File: config.mk
export PLATFORM = sky130hd
export DESIGN_NAME = uart_rx_flat
export DESIGN_NICKNAME = d
export VERILOG_FILES = /design/src/rtl/uart_pkg.sv /design/src/rtl/uart_rx_if.sv /design/src/rtl/baud_tick_gen.sv /design/src/rtl/uart_rx.sv /design/src/flat_wrapper.sv
export SDC_FILE = /design/constraint.sdc
export NUM_CORES = 1
export LEC_CHECK = 0
export ABC_AREA = 1
export CORE_MARGIN = 2
export CORE_UTILIZATION = 57
export DETAILED_ROUTE_END_ITERATION = 8
export GPL_ROUTABILITY_DRIVEN = 0
export GPL_TIMING_DRIVEN = 0
export PLACE_DENSITY = 0.77
export SYNTH_ARGS = -nofsm -noshare
export SYNTH_HDL_FRONTEND = slang
export SYNTH_SLANG_ARGS = --single-unit
File: constraint.sdc
create_clock -name clk -period 1.54 [get_ports clk]
set_input_delay 0.385 -clock clk [delete_from_list [all_inputs] [get_ports clk]]
set_output_delay 0.385 -clock clk [all_outputs]
set_load 0.005 [all_outputs]
File: src/rtl/uart_pkg.sv
// Shared types and defaults for the UART receive path.
package uart_pkg;

  localparam int unsigned CLK_FREQ_DEF   = 100_000_000;
  localparam int unsigned BAUD_DEF       = 9600;
  localparam int unsigned OVERSAMPLE_DEF = 16;
  localparam int unsigned DATA_BITS      = 8;

  typedef enum logic [2:0] {
    IDLE,
    START,
    DATA,
    STOP,
    BREAK
  } rx_state_e;

  // Clocks per oversample tick (integer floor).
  function automatic int unsigned tick_div(input int unsigned clk_freq,
                                           input int unsigned baud,
                                           input int unsigned oversample);
    return clk_freq / (baud * oversample);
  endfunction

endpackage

File: src/rtl/uart_rx_if.sv
// Serial line in, received byte and status out.
interface uart_rx_if;
  import uart_pkg::*;

  logic                 rx;
  logic [DATA_BITS-1:0] rx_data;
  logic                 rx_done;
  logic                 rx_busy;
  logic                 frame_err;

  // Line/consumer side.
  modport master (
    output rx,
    input  rx_data,
    input  rx_done,
    input  rx_busy,
    input  frame_err
  );

  // Receiver side.
  modport slave (
    input  rx,
    output rx_data,
    output rx_done,
    output rx_busy,
    output frame_err
  );
endinterface

File: src/rtl/baud_tick_gen.sv
// One-cycle tick every CLK_FREQ/(BAUD*OVERSAMPLE) clocks, restartable via clr.
module baud_tick_gen
  import uart_pkg::*;
#(
  parameter int unsigned CLK_FREQ   = CLK_FREQ_DEF,
  parameter int unsigned BAUD       = BAUD_DEF,
  parameter int unsigned OVERSAMPLE = OVERSAMPLE_DEF
) (
  input  logic clk,
  input  logic rst,
  input  logic clr,
  output logic tick
);

  localparam int unsigned DIV_RAW = tick_div(CLK_FREQ, BAUD, OVERSAMPLE);
  localparam int unsigned DIV     = (DIV_RAW == 0) ? 1 : DIV_RAW;
  localparam int unsigned CW      = (DIV > 1) ? $clog2(DIV) : 1;

  logic [CW-1:0] r_cnt;
  logic          r_tick;

  // Free-running divider; clr restarts the count so the first tick lands DIV clocks later.
  always_ff @(posedge clk or negedge rst) begin
    if (!rst) begin
      r_cnt  <= '0;
      r_tick <= 1'b0;
    end else if (clr) begin
      r_cnt  <= '0;
      r_tick <= 1'b0;
    end else if (r_cnt == CW'(DIV - 1)) begin
      r_cnt  <= '0;
      r_tick <= 1'b1;
    end else begin
      r_cnt  <= r_cnt + 1'b1;
      r_tick <= 1'b0;
    end
  end

  assign tick = r_tick;

endmodule

File: src/rtl/uart_rx.sv
// 8N1 UART receiver with 16x oversampling, mid-bit sampling and break handling.
module uart_rx
  import uart_pkg::*;
#(
  parameter int unsigned CLK_FREQ   = CLK_FREQ_DEF,
  parameter int unsigned BAUD       = BAUD_DEF,
  parameter int unsigned OVERSAMPLE = OVERSAMPLE_DEF
) (
  input  logic      clk,
  input  logic      rst,
  uart_rx_if.slave  bus
);

  localparam int unsigned TCW = $clog2(OVERSAMPLE);
  localparam int unsigned BW  = $clog2(DATA_BITS);

  localparam logic [TCW-1:0] HALF_LAST = TCW'(OVERSAMPLE / 2 - 1);
  localparam logic [TCW-1:0] FULL_LAST = TCW'(OVERSAMPLE - 1);
  localparam logic [BW-1:0]  BIT_LAST  = BW'(DATA_BITS - 1);

  logic [1:0]           r_sync;
  logic                 w_rx_s;
  logic                 w_tick;
  logic                 w_div_clr;

  rx_state_e            r_state,    w_state_nxt;
  logic [TCW-1:0]       r_tick_cnt, w_tick_cnt_nxt;
  logic [BW-1:0]        r_bit_idx,  w_bit_idx_nxt;
  logic [DATA_BITS-1:0] r_shift,    w_shift_nxt;
  logic [DATA_BITS-1:0] r_data,     w_data_nxt;
  logic                 r_done,     w_done_nxt;
  logic                 r_ferr,     w_ferr_nxt;
  logic                 r_busy;

  baud_tick_gen #(
    .CLK_FREQ   (CLK_FREQ),
    .BAUD       (BAUD),
    .OVERSAMPLE (OVERSAMPLE)
  ) u_tick (
    .clk  (clk),
    .rst  (rst),
    .clr  (w_div_clr),
    .tick (w_tick)
  );

  // Two-flop synchronizer for the asynchronous line; resets to idle-high.
  always_ff @(posedge clk or negedge rst) begin
    if (!rst) begin
      r_sync <= 2'b11;
    end else begin
      r_sync <= {r_sync[0], bus.rx};
    end
  end

  assign w_rx_s = r_sync[1];

  // State, counters, shift register and registered outputs.
  always_ff @(posedge clk or negedge rst) begin
    if (!rst) begin
      r_state    <= IDLE;
      r_tick_cnt <= '0;
      r_bit_idx  <= '0;
      r_shift    <= '0;
      r_data     <= '0;
      r_done     <= 1'b0;
      r_ferr     <= 1'b0;
      r_busy     <= 1'b0;
    end else begin
      r_state    <= w_state_nxt;
      r_tick_cnt <= w_tick_cnt_nxt;
      r_bit_idx  <= w_bit_idx_nxt;
      r_shift    <= w_shift_nxt;
      r_data     <= w_data_nxt;
      r_done     <= w_done_nxt;
      r_ferr     <= w_ferr_nxt;
      r_busy     <= (w_state_nxt != IDLE);
    end
  end

  // Next-state and datapath updates; sample points fall on tick-counter wrap.
  always_comb begin
    w_state_nxt    = r_state;
    w_tick_cnt_nxt = r_tick_cnt;
    w_bit_idx_nxt  = r_bit_idx;
    w_shift_nxt    = r_shift;
    w_data_nxt     = r_data;
    w_done_nxt     = 1'b0;
    w_ferr_nxt     = 1'b0;
    w_div_clr      = 1'b0;

    unique case (r_state)
      IDLE: begin
        if (!w_rx_s) begin
          w_div_clr      = 1'b1;
          w_tick_cnt_nxt = '0;
          w_state_nxt    = START;
        end
      end

      START: begin
        if (w_tick) begin
          if (r_tick_cnt == HALF_LAST) begin
            w_tick_cnt_nxt = '0;
            if (!w_rx_s) begin
              w_bit_idx_nxt = '0;
              w_state_nxt   = DATA;
            end else begin
              // Line went back high before mid-start: glitch, not a frame.
              w_state_nxt = IDLE;
            end
          end else begin
            w_tick_cnt_nxt = r_tick_cnt + 1'b1;
          end
        end
      end

      DATA: begin
        if (w_tick) begin
          if (r_tick_cnt == FULL_LAST) begin
            w_tick_cnt_nxt = '0;
            w_shift_nxt    = {w_rx_s, r_shift[DATA_BITS-1:1]};
            if (r_bit_idx == BIT_LAST) begin
              w_state_nxt = STOP;
            end else begin
              w_bit_idx_nxt = r_bit_idx + 1'b1;
            end
          end else begin
            w_tick_cnt_nxt = r_tick_cnt + 1'b1;
          end
        end
      end

      STOP: begin
        if (w_tick) begin
          if (r_tick_cnt == FULL_LAST) begin
            w_tick_cnt_nxt = '0;
            if (w_rx_s) begin
              w_data_nxt  = r_shift;
              w_done_nxt  = 1'b1;
              w_state_nxt = IDLE;
            end else begin
              w_ferr_nxt  = 1'b1;
              w_state_nxt = BREAK;
            end
          end else begin
            w_tick_cnt_nxt = r_tick_cnt + 1'b1;
          end
        end
      end

      BREAK: begin
        // Hold off until the line recovers so a stuck-low line cannot retrigger.
        if (w_rx_s) begin
          w_state_nxt = IDLE;
        end
      end

      default: begin
        w_state_nxt = IDLE;
      end
    endcase
  end

  assign bus.rx_data   = r_data;
  assign bus.rx_done   = r_done;
  assign bus.rx_busy   = r_busy;
  assign bus.frame_err = r_ferr;

endmodule

File: src/flat_wrapper.sv
// flat-port wrapper written by rule: the top's interface ports become plain ports
module uart_rx_flat import uart_pkg::*;
#(
  parameter int unsigned CLK_FREQ   = CLK_FREQ_DEF,
  parameter int unsigned BAUD       = BAUD_DEF,
  parameter int unsigned OVERSAMPLE = OVERSAMPLE_DEF
)
  (clk, rst, bus_rx, bus_rx_data, bus_rx_done, bus_rx_busy, bus_frame_err);
  uart_rx_if bus_i ();
  input  logic clk;
  input  logic rst;
  input wire logic [$bits(bus_i.rx)-1:0] bus_rx;
  output wire logic [$bits(bus_i.rx_data)-1:0] bus_rx_data;
  output wire logic [$bits(bus_i.rx_done)-1:0] bus_rx_done;
  output wire logic [$bits(bus_i.rx_busy)-1:0] bus_rx_busy;
  output wire logic [$bits(bus_i.frame_err)-1:0] bus_frame_err;
  assign bus_i.rx = bus_rx;
  assign bus_rx_data = bus_i.rx_data;
  assign bus_rx_done = bus_i.rx_done;
  assign bus_rx_busy = bus_i.rx_busy;
  assign bus_frame_err = bus_i.frame_err;
  uart_rx #(.CLK_FREQ(CLK_FREQ), .BAUD(BAUD), .OVERSAMPLE(OVERSAMPLE)) u_core (.clk(clk), .rst(rst), .bus(bus_i));
endmodule
==> metrics <==
largest buffer count on any clock path=2; Fmax=0.670 GHz; synth cell count leaders=nand2_1 (59), dfrtp_1 (40), nor2_1 (29); PD cells=807 mW/mm^2; cell internal pwr=1.51 mW; Max-Cap Viols=0; Worst setup EP type=flip-flop; flop-to-flop setup slack=0.05 ns; clock latency on the worst-skew pair=0.36 ns; CTS Sinks=42; area share of the largest cell type after synthesis=50.9%; Post-Syn Area=0.00197 sq mm; synth warn=0; Slew HR=74.6%; hpwl dp=2.58 mm; fin crit share=96.9%; Yosys top cell by area=dfrtp_1; CTS tree=built; antenna cells=0; CP Data Arrival Time=1.74 ns; critical-path cell list=ha_4 -> nand3_4 -> nor2_4 -> nand2_4 -> nor2_8 -> buf_8 -> nand2_2 -> o21a_1; layout cells sized above 1=14.7%; Hold WC Path Type=reg2reg; Max Transition Viols Final=0; Peak VDD IR=0.676 mV; total grt overflow=0; Final Worst Setup Slack=0.0474 ns; Die Y=62.8 um; largest net degree at the start of global routing=28; first-pass GRT wire length=6.56 mm; Post-Syn Nets=231; Comb pwr share=2.1%; final hold vios=0; Switching Fraction=20.1%; initial antenna violation count=0; hold path endpoint=u_core.r_sync[1]$_DFF_PN1_; Pre-antenna DRT Iters=4; TritonCTS Buffers=5; synthesized instance count=223; drt wl/cell=12.1 um; DR vias=1517; Rows=21; final WL=3.62 mm; Place WS=-0.00808 ns; I/O pins=14; synthesized flop and latch total=42; syn avg cell area=8.83 sq um; Top FF cell, synth=dfrtp_1; Slew @ Worst Pin=0.380 ns; number of flops mapped to enable cells by yosys=0; post-synthesis sequential area ratio=53.5%; Hold Crit Start=u_core.r_sync[0]$_DFF_PN1_; Seq pwr share=58.8%; Min Hold Slack=0.366 ns; Net Switching=0.378 mW; clk slew on worst S/H paths=0.11 ns; DP Area=0.00217 sq mm; Setup violations, final=0; Starting Density=59.0%; DIE WIDTH=62.8 um; final clock skew=0.0156 ns; Storage cell area=0.00105 sq mm; post-route ant nets=0; unrepaired setup endpoints after global routing=true; CP max stage cell=dfrtp_1; Synth cell types=26; Critical Path Source Type=flip-flop; status=finished clean; LEAKAGE=1.26 nW; GRT Overall Usage=21.4%; Port-buffer cells=13; Final min period=1.49 ns; vias per cell=5.09; most numerous cell in the Yosys netlist=nand2_1; worst-path maximum fanout=10; # DRC=0; Layout Nets=259; core footprint=0.00334 sq mm; hold path cells=0; CP max stage delay=0.42 ns; number of global-route vias before repair=1488; Crit Path Class=reg2reg; post-synthesis async set-or-reset flop share=100%; CTS root buf=clkbuf_4; Area contributors post-synth=dfrtp_1 (51%), nand2_1 (11%), nor2_1 (5.5%), nand3_1 (4.1%), inv_1 (4.0%); filler instances=288; First DRT Iteration DRCs=73; die area=0.00394 sq mm; H-tree Lvls=2; final instance area=0.00234 sq mm; Layout area overhead=18.7%; R2R cell count=8; Clk pwr share=39.1%; multi-input logic area=843 sq um; Critical Path RT=1.79 ns; reg2reg start=u_core.r_tick_cnt[0]$_DFFE_PN0P_; Crit Reg-Reg Endpoint=u_core.bus.rx_data[6]$_DFFE_PN0P_
through the flow:
step,total power [mW],setup TNS [ns],cells,util [%]
3_3_place_gp,1.16,-38.08,282,64.6
3_5_place_dp,1.17,-0.00808,283,65.1
6_report,1.88,0,298,70.0
5_1_grt,1.96,-0.0836,298,70.0
4_1_cts,1.90,0,293,67.8
2_1_floorplan,1.13,0,223,-
routing by layer:
metal | GRT usage (%) | routed length, um
met5 | 0 | 0
met4 | 8.33 | 55
met3 | 5.41 | 126
met2 | 34.3 | 1710
met1 | 28.2 | 1730
worst max-delay path by stage:
stage / startpoint / endpoint / cells past startpoint
3_3_place_gp: rst / u_core.u_tick.r_cnt[1]$_DFF_PN0_ / 1
3_5_place_dp: u_core.r_tick_cnt[0]$_DFFE_PN0P_ / u_core.bus.rx_data[6]$_DFFE_PN0P_ / 8
2_1_floorplan: u_core.r_tick_cnt[0]$_DFFE_PN0P_ / u_core.bus.rx_data[6]$_DFFE_PN0P_ / 8
6_report: u_core.r_tick_cnt[0]$_DFFE_PN0P_ / u_core.bus.rx_data[6]$_DFFE_PN0P_ / 8
4_1_cts: u_core.r_tick_cnt[0]$_DFFE_PN0P_ / u_core.bus.rx_data[6]$_DFFE_PN0P_ / 8
5_1_grt: u_core.r_state[2]$_DFF_PN0_ / u_core.r_bit_idx[0]$_DFFE_PN0P_ / 8
critical path, delay by kind of cell (launching register included):
family                     cells  cell delay (ns)
and+or+nand+nor                5             0.56
AOI/OAI and AO/OA              1             0.09
adders and majority gates      1             0.19
DFF                            1             0.42
buffers and inverters          1             0.14
kinds of logic (layout without fill, tap and decap cells):
logic type	Yosys count	count (layout)	share of synthesized area [%]
fa+ha+maj	5	5	3.18
simple gates	125	125	29.4
mux	1	1	0.509
buf+inv	24	53	5.53
xor+xnor	4	4	1.78
compound gates	22	22	6.10
flops	42	42	53.5
area by class of cell:
| cell class | instances | area share [%] |
|---|---|---|
| Buffer | 3 | 1.34 |
| Clock buffer | 7 | 2.36 |
| Clock inverter | 1 | 1.29 |
| Inverter | 21 | 3.37 |
| Multi-Input combinational cell | 157 | 36.1 |
| Sequential cell | 42 | 45.1 |
| Tap cell | 46 | 2.46 |
| Timing Repair Buffer | 21 | 7.98 |
power by group through the flow:
stage / clock network, mW / logic (mW) / registers (mW)
after CTS: 0.752 / 0.0408 / 1.11
after detailed placement: 0 / 0.0390 / 1.13
after global routing: 0.806 / 0.0462 / 1.11
after floorplan: 0 / 0.00547 / 1.13
after global placement: 0 / 0.0334 / 1.13
final: 0.737 / 0.0396 / 1.11
state kept, by name, summed over array words and instances, names as in the netlist:
name / flops
u_core.u_tick.r_cnt: 10
u_core.bus.rx_data: 8
u_core.r_shift: 8
u_core.r_tick_cnt: 4
u_core.r_bit_idx: 3
u_core.r_state: 3
u_core.r_sync: 2
u_core.bus.frame_err: 1
u_core.bus.rx_busy: 1
u_core.bus.rx_done: 1
u_core.u_tick.tick: 1
timing repair:
item / 4_1_cts / 5_1_grt
hold buffers: 1 / 0
gates resized for setup: 12 / 12
endpoints found under the hold margin: 14 / 0
setup buffers: 1 / 5
endpoints found under the setup margin: 12 / 16
pin swaps: 0 / 1
placed cells by master (no fill, tap or decap), types with 2 or more instances in the layout:
master / instances
nand2_1: 58
dfrtp_1: 40
nor2_1: 26
inv_1: 20
nand3_1: 15
dlygate4sd2_1: 11
o21ai_0: 7
a21oi_1: 7
buf_4: 6
nand4_1: 5
clkbuf_4: 5
nand2_2: 4
xor2_1: 4
o21ai_1: 4
nor2_2: 3
nor2_4: 3
nor3_1: 3
o21a_1: 3
ha_1: 3
buf_2: 2
and3_1: 2
nand3b_1: 2
dfstp_2: 2
No activity file was read; power rests on OpenSTA's default activity.
